===== config.mk =====
export PLATFORM = sky130hd
export DESIGN_NAME = vecmac_accum
export DESIGN_NICKNAME = d
export VERILOG_FILES = /design/src/rtl/vecmac_accum.sv
export SDC_FILE = /design/constraint.sdc
export NUM_CORES = 1
export LEC_CHECK = 0
export CAP_MARGIN = 20
export CORE_ASPECT_RATIO = 1.4
export CORE_UTILIZATION = 50
export DETAILED_ROUTE_END_ITERATION = 8
export DONT_BUFFER_PORTS = 1
export SYNTH_ARGS = -nofsm -noshare
export SYNTH_HDL_FRONTEND = slang
export SYNTH_SLANG_ARGS = --single-unit

===== constraint.sdc =====
create_clock -name clk -period 4.77 [get_ports clk]
set_clock_uncertainty 0.2 [all_clocks]
set_input_delay 0.954 -clock clk [delete_from_list [all_inputs] [get_ports clk]]
set_output_delay 0.954 -clock clk [all_outputs]
set_load 0.005 [all_outputs]

===== src/rtl/vecmac_accum.sv =====
// Purpose: accumulate 4-lane unsigned product beats into saturating dot-product results.
// Latency: a beat carrying in_last at edge T presents its result with out_valid high after edge T+2.
// Backpressure: input is never stalled; a completed result meeting a full, unready output register is dropped and flagged.
module vecmac_accum #(
    parameter int ACC_W = 32,
    parameter int CNT_W = 16
) (
    input  logic             clk,
    input  logic             rst_n,
    input  logic             in_valid,
    input  logic [63:0]      in_product,
    input  logic             in_first,
    input  logic             in_last,
    output logic             out_valid,
    input  logic             out_ready,
    output logic [ACC_W-1:0] out_acc,
    output logic [CNT_W-1:0] out_count,
    output logic             out_sat,
    output logic             err_overrun,
    output logic             err_proto
);

    // One registered beat: flags are already qualified by in_valid.
    typedef struct packed {
        logic        vld;
        logic        first;
        logic        last;
        logic [17:0] sum;
    } beat_t;

    typedef enum logic {
        IDLE = 1'b0,
        OPEN = 1'b1
    } state_t;

    localparam logic [CNT_W-1:0] CNT_ONE = {{(CNT_W-1){1'b0}}, 1'b1};
    localparam logic [CNT_W-1:0] CNT_MAX = {CNT_W{1'b1}};
    localparam logic [ACC_W-1:0] ACC_MAX = {ACC_W{1'b1}};

    beat_t              s1;
    logic [17:0]        lane_sum;

    state_t             state;
    logic [ACC_W-1:0]   acc;
    logic [CNT_W-1:0]   cnt;
    logic               sat;
    logic               done;

    logic [ACC_W-1:0]   sum_ext;
    logic [ACC_W:0]     acc_wide;
    logic               acc_ovf;
    logic [ACC_W-1:0]   acc_add;
    logic [CNT_W-1:0]   cnt_inc;
    logic               start_new;

    // Four 16-bit lanes summed into 18 bits; the widest possible sum still fits.
    always_comb begin
        lane_sum = {2'b00, in_product[15:0]}
                 + {2'b00, in_product[31:16]}
                 + {2'b00, in_product[47:32]}
                 + {2'b00, in_product[63:48]};
    end

    // Stage 1: capture the lane sum with its beat flags.
    always_ff @(posedge clk) begin
        if (!rst_n) begin
            s1 <= '0;
        end else begin
            s1.vld   <= in_valid;
            s1.first <= in_valid & in_first;
            s1.last  <= in_valid & in_last;
            s1.sum   <= lane_sum;
        end
    end

    // Saturating accumulate and beat-count arithmetic for an open dot product.
    always_comb begin
        sum_ext   = {{(ACC_W-18){1'b0}}, s1.sum};
        acc_wide  = {1'b0, acc} + {1'b0, sum_ext};
        acc_ovf   = acc_wide[ACC_W];
        acc_add   = acc_ovf ? ACC_MAX : acc_wide[ACC_W-1:0];
        cnt_inc   = (cnt == CNT_MAX) ? cnt : cnt + CNT_ONE;
        start_new = (state == IDLE) || s1.first;
    end

    // Stage 2 / FSM: fold each beat into ACC/CNT and pulse done when a result completes.
    always_ff @(posedge clk) begin
        if (!rst_n) begin
            state     <= IDLE;
            acc       <= '0;
            cnt       <= '0;
            sat       <= 1'b0;
            done      <= 1'b0;
            err_proto <= 1'b0;
        end else begin
            done <= s1.vld & s1.last;
            if (s1.vld) begin
                if (start_new) begin
                    // A first while open throws away the partial sum.
                    acc <= sum_ext;
                    cnt <= CNT_ONE;
                    sat <= 1'b0;
                    if ((state == OPEN) && s1.first) begin
                        err_proto <= 1'b1;
                    end
                end else begin
                    acc <= acc_add;
                    cnt <= cnt_inc;
                    sat <= sat | acc_ovf;
                end
                state <= s1.last ? IDLE : OPEN;
            end
        end
    end

    // Output register: load when empty or draining this cycle, otherwise drop and flag.
    always_ff @(posedge clk) begin
        if (!rst_n) begin
            out_valid   <= 1'b0;
            out_acc     <= '0;
            out_count   <= '0;
            out_sat     <= 1'b0;
            err_overrun <= 1'b0;
        end else if (done && (!out_valid || out_ready)) begin
            out_valid <= 1'b1;
            out_acc   <= acc;
            out_count <= cnt;
            out_sat   <= sat;
        end else if (done) begin
            err_overrun <= 1'b1;
        end else if (out_valid && out_ready) begin
            out_valid <= 1'b0;
        end
    end

endmodule


==> metrics.cfg <==
[cells_and_area]
layout.nets=1007
layout.cells.most_common=nand2_1
final_cell_mix=127 x nand2_1, 124 x dfxtp_1, 110 x inv_1
final_core_util=0.574
antenna-diode-count=0
area_growth_syn_to_layout_pct=11.5
finalNonFillerCells=1066
drive_gt1_frac=0.0795

[place]
preCtsSetupSlack_ns=-0.0373
place_inst=1033
hpwl_um=11200
place.gp.congestion=0.832
port_buffers=0

[global_route]
overflow=0
busiest_layer=met2
grt_max_degree=53
grt_use_met1=0.229
globalRouteMet2Util=0.417
antenna_found_initial=0
grt_pass1_vias=5712
use_met3=0.0392
grt_first_pass_wirelength_um=25800
track_usage=0.216

[worst_setup_path]
arrival_ns=4.50
r2r-start=acc[5]
worstPathMaxFanout=3
critPathLaunchType=primary input
reg2reg_slack_ns=1.42
r2r_end=acc[14]
crit_type=primary input to flip-flop
critPathRequiredTime_ns=4.87
cp_num_buf_inv=2
path_cells=inv_1 > fa_1 > inv_1 > fa_1 > ha_1 > fa_1 > a211oi_1 > o21ai_0 > a2111o_1 > o311a_1 > a41oi_1 > a21boi_0 > o211a_1
critical_path.top_delay_family=compound AO/OA/AOI/OAI gates
ff2ff_path_depth=9
end_kind=flip-flop
critPathMaxStageDelay_ns=0.53
critPathMostFrequentCell=fa_1
critPathSlowestCell=fa_1

[sta]
finalSetupViolations=0
tightestPinTransition_ns=0.931
fin_crit_ns=4.39
max_freq_mhz=228
hold_viol=0
maxSlewHeadroom=0.380
drv_slew=0
setup_ws_ns=0.378
min_period_over_period=0.921
grt_setup_unrepaired=no

[synth]
syn_avg_cell_area_um2=8.26
synth_seq_cells=124
yosys_warnings=0
synth-seq-area-share=0.343
synth_area_leaders=dfxtp_1 34%, fa_1 9.1%, nand2_1 6.6%, ha_1 6.2%, a21oi_1 6.0%
ys.flop_type=dfxtp_1
synth_top_area_cell=dfxtp_1
synth_nets=1014
synth_top_area_frac=0.343
async_reset_ff_frac=0
synth_area_um2=7230
synth_edf_count=0
synthCells=875
synth_cell_types=66

[outcome]
status=finished clean

[detailed_routing]
postRouteAntennaNets=0
vias=5927
dr.pass1.iters=5
routed_wl_um=15800
drc=0
drtIter0Drc=183
wl_per_cell_um=14.8
routed_via_density=5.56

[power]
p_leak_uw=0.00330
power_density_nw_per_um2=443
swShare=0.299
p_int_uw=2510
clkPwrFrac=0.414
p_total_uw=3570
seqPwrFrac=0.327
power.switching_uw=1070
combPwrFrac=0.259
ir_worst_vdd_mv=0.268

[floorplan]
die_w_um=104
start_util=0.515
core_area_um2=14000
chipHeight_um=144
io_pins=122
die_area_um2=14900
num_rows=51

[clock_network]
h-tree-depth=4
clock_path_buffers=2
cts_inserted_buffers=17
cts.reportedPaths.clkPinSlew_ns=0.06
cts-hold-fix-buffers=0
tritoncts=built
postCtsSetupBuffers=0
clk_latency_ns=0.41
root_buffer=clkbuf_16
cts_resized=0
cts.sinks=124

[min_path]
hp-start=sat
worstHoldPathType=flip-flop to flip-flop
holdPathStages=2
holdPathEnd=out_sat

[flow_run]
drv_cap=0

cell type report:
| cell class | instances | area, um^2 |
|---|---|---|
| well taps | 185 | 231 |
| inverters | 111 | 417 |
| multi-input cells | 607 | 4180 |
| fillers | 1282 | 5980 |
| repair buffers | 7 | 72.6 |
| flip-flops and latches | 124 | 2480 |
| clock buffers | 19 | 443 |
| clock inverters | 13 | 236 |
stage by stage:
stage / hold slack [ns] / area [um^2] / TNS [ns]
final: 0.262 / 8060 / 0
after global routing: 0.284 / 8060 / 0
after CTS: 0.265 / 8040 / 0
after detailed placement: 0.255 / 7360 / -0.0373
after global placement: 0.244 / 7360 / 0
after floorplan: 0.220 / 7230 / 0
registers in the layout (all words and copies together), names as in the netlist:
register     count
state            1
out_valid        1
out_sat          1
sat              1
err_proto        1
acc             32
out_count       16
err_overrun      1
out_acc         32
s1              21
done             1
cnt             16
kinds of logic (layout without fill, tap and decap cells):
family | Yosys count | count (layout) | synth area share
flops | 124 | 124 | 0.343
fa+ha+maj | 69 | 69 | 0.154
xor+xnor | 28 | 28 | 0.0339
compound gates | 217 | 217 | 0.196
mux | 3 | 3 | 0.00415
simple gates | 290 | 290 | 0.189
buf+inv | 144 | 150 | 0.0796
layer usage:
layer,vias to the layer above,part of all wire
li1,2953,-
met1,2810,0.42
met2,138,0.53
met3,26,0.031
met4,0,0.019
met5,-,0
worst max path at each step:
stage          slack, ns  depth (start not counted)      to          start
2_1_floorplan       0.29                         13  s1[15]  in_product[1]
3_3_place_gp        0.06                         13  s1[15]  in_product[1]
3_5_place_dp       -0.04                         13  s1[15]  in_product[1]
4_1_cts             0.40                         13  s1[15]  in_product[1]
5_1_grt             0.22                         13  s1[15]  in_product[1]
6_report            0.38                         13  s1[15]  in_product[1]
cell usage after synthesis (7+ instances only):
master,count
dfxtp_1,124
fa_1,33
inv_1,111
xnor2_1,16
and2_1,7
o211ai_1,25
and3_1,11
a31oi_1,9
a21oi_1,87
nand2b_1,8
nand2_1,127
a211oi_1,12
o21ai_0,32
nor3_1,14
nand3_1,17
nor2_1,54
ha_1,36
a21oi_2,10
clkbuf_1,23
or3_1,23
xor2_1,12
worst reg2reg max path, stage by stage (launching register included):
cell and delay, ns:
dfxtp_1 0.33, ha_1 0.34, a21o_1 0.21, or3_4 0.34, o211a_4 0.26, o41ai_4 0.48, a2111oi_4 0.19, buf_4 0.21
nor2_4 0.47, a211oi_1 0.16
power groups by stage:
| stage | Combinational (uW) | Sequential, uW | Clock, uW |
|---|---|---|---|
| 2_1_floorplan | 762 | 1170 | 0 |
| 3_3_place_gp | 894 | 1190 | 0 |
| 3_5_place_dp | 913 | 1190 | 0 |
| 4_1_cts | 925 | 1170 | 1500 |
| 5_1_grt | 1040 | 1180 | 1550 |
| 6_report | 925 | 1170 | 1480 |
Note: power is estimated with default switching activity, not from simulation.
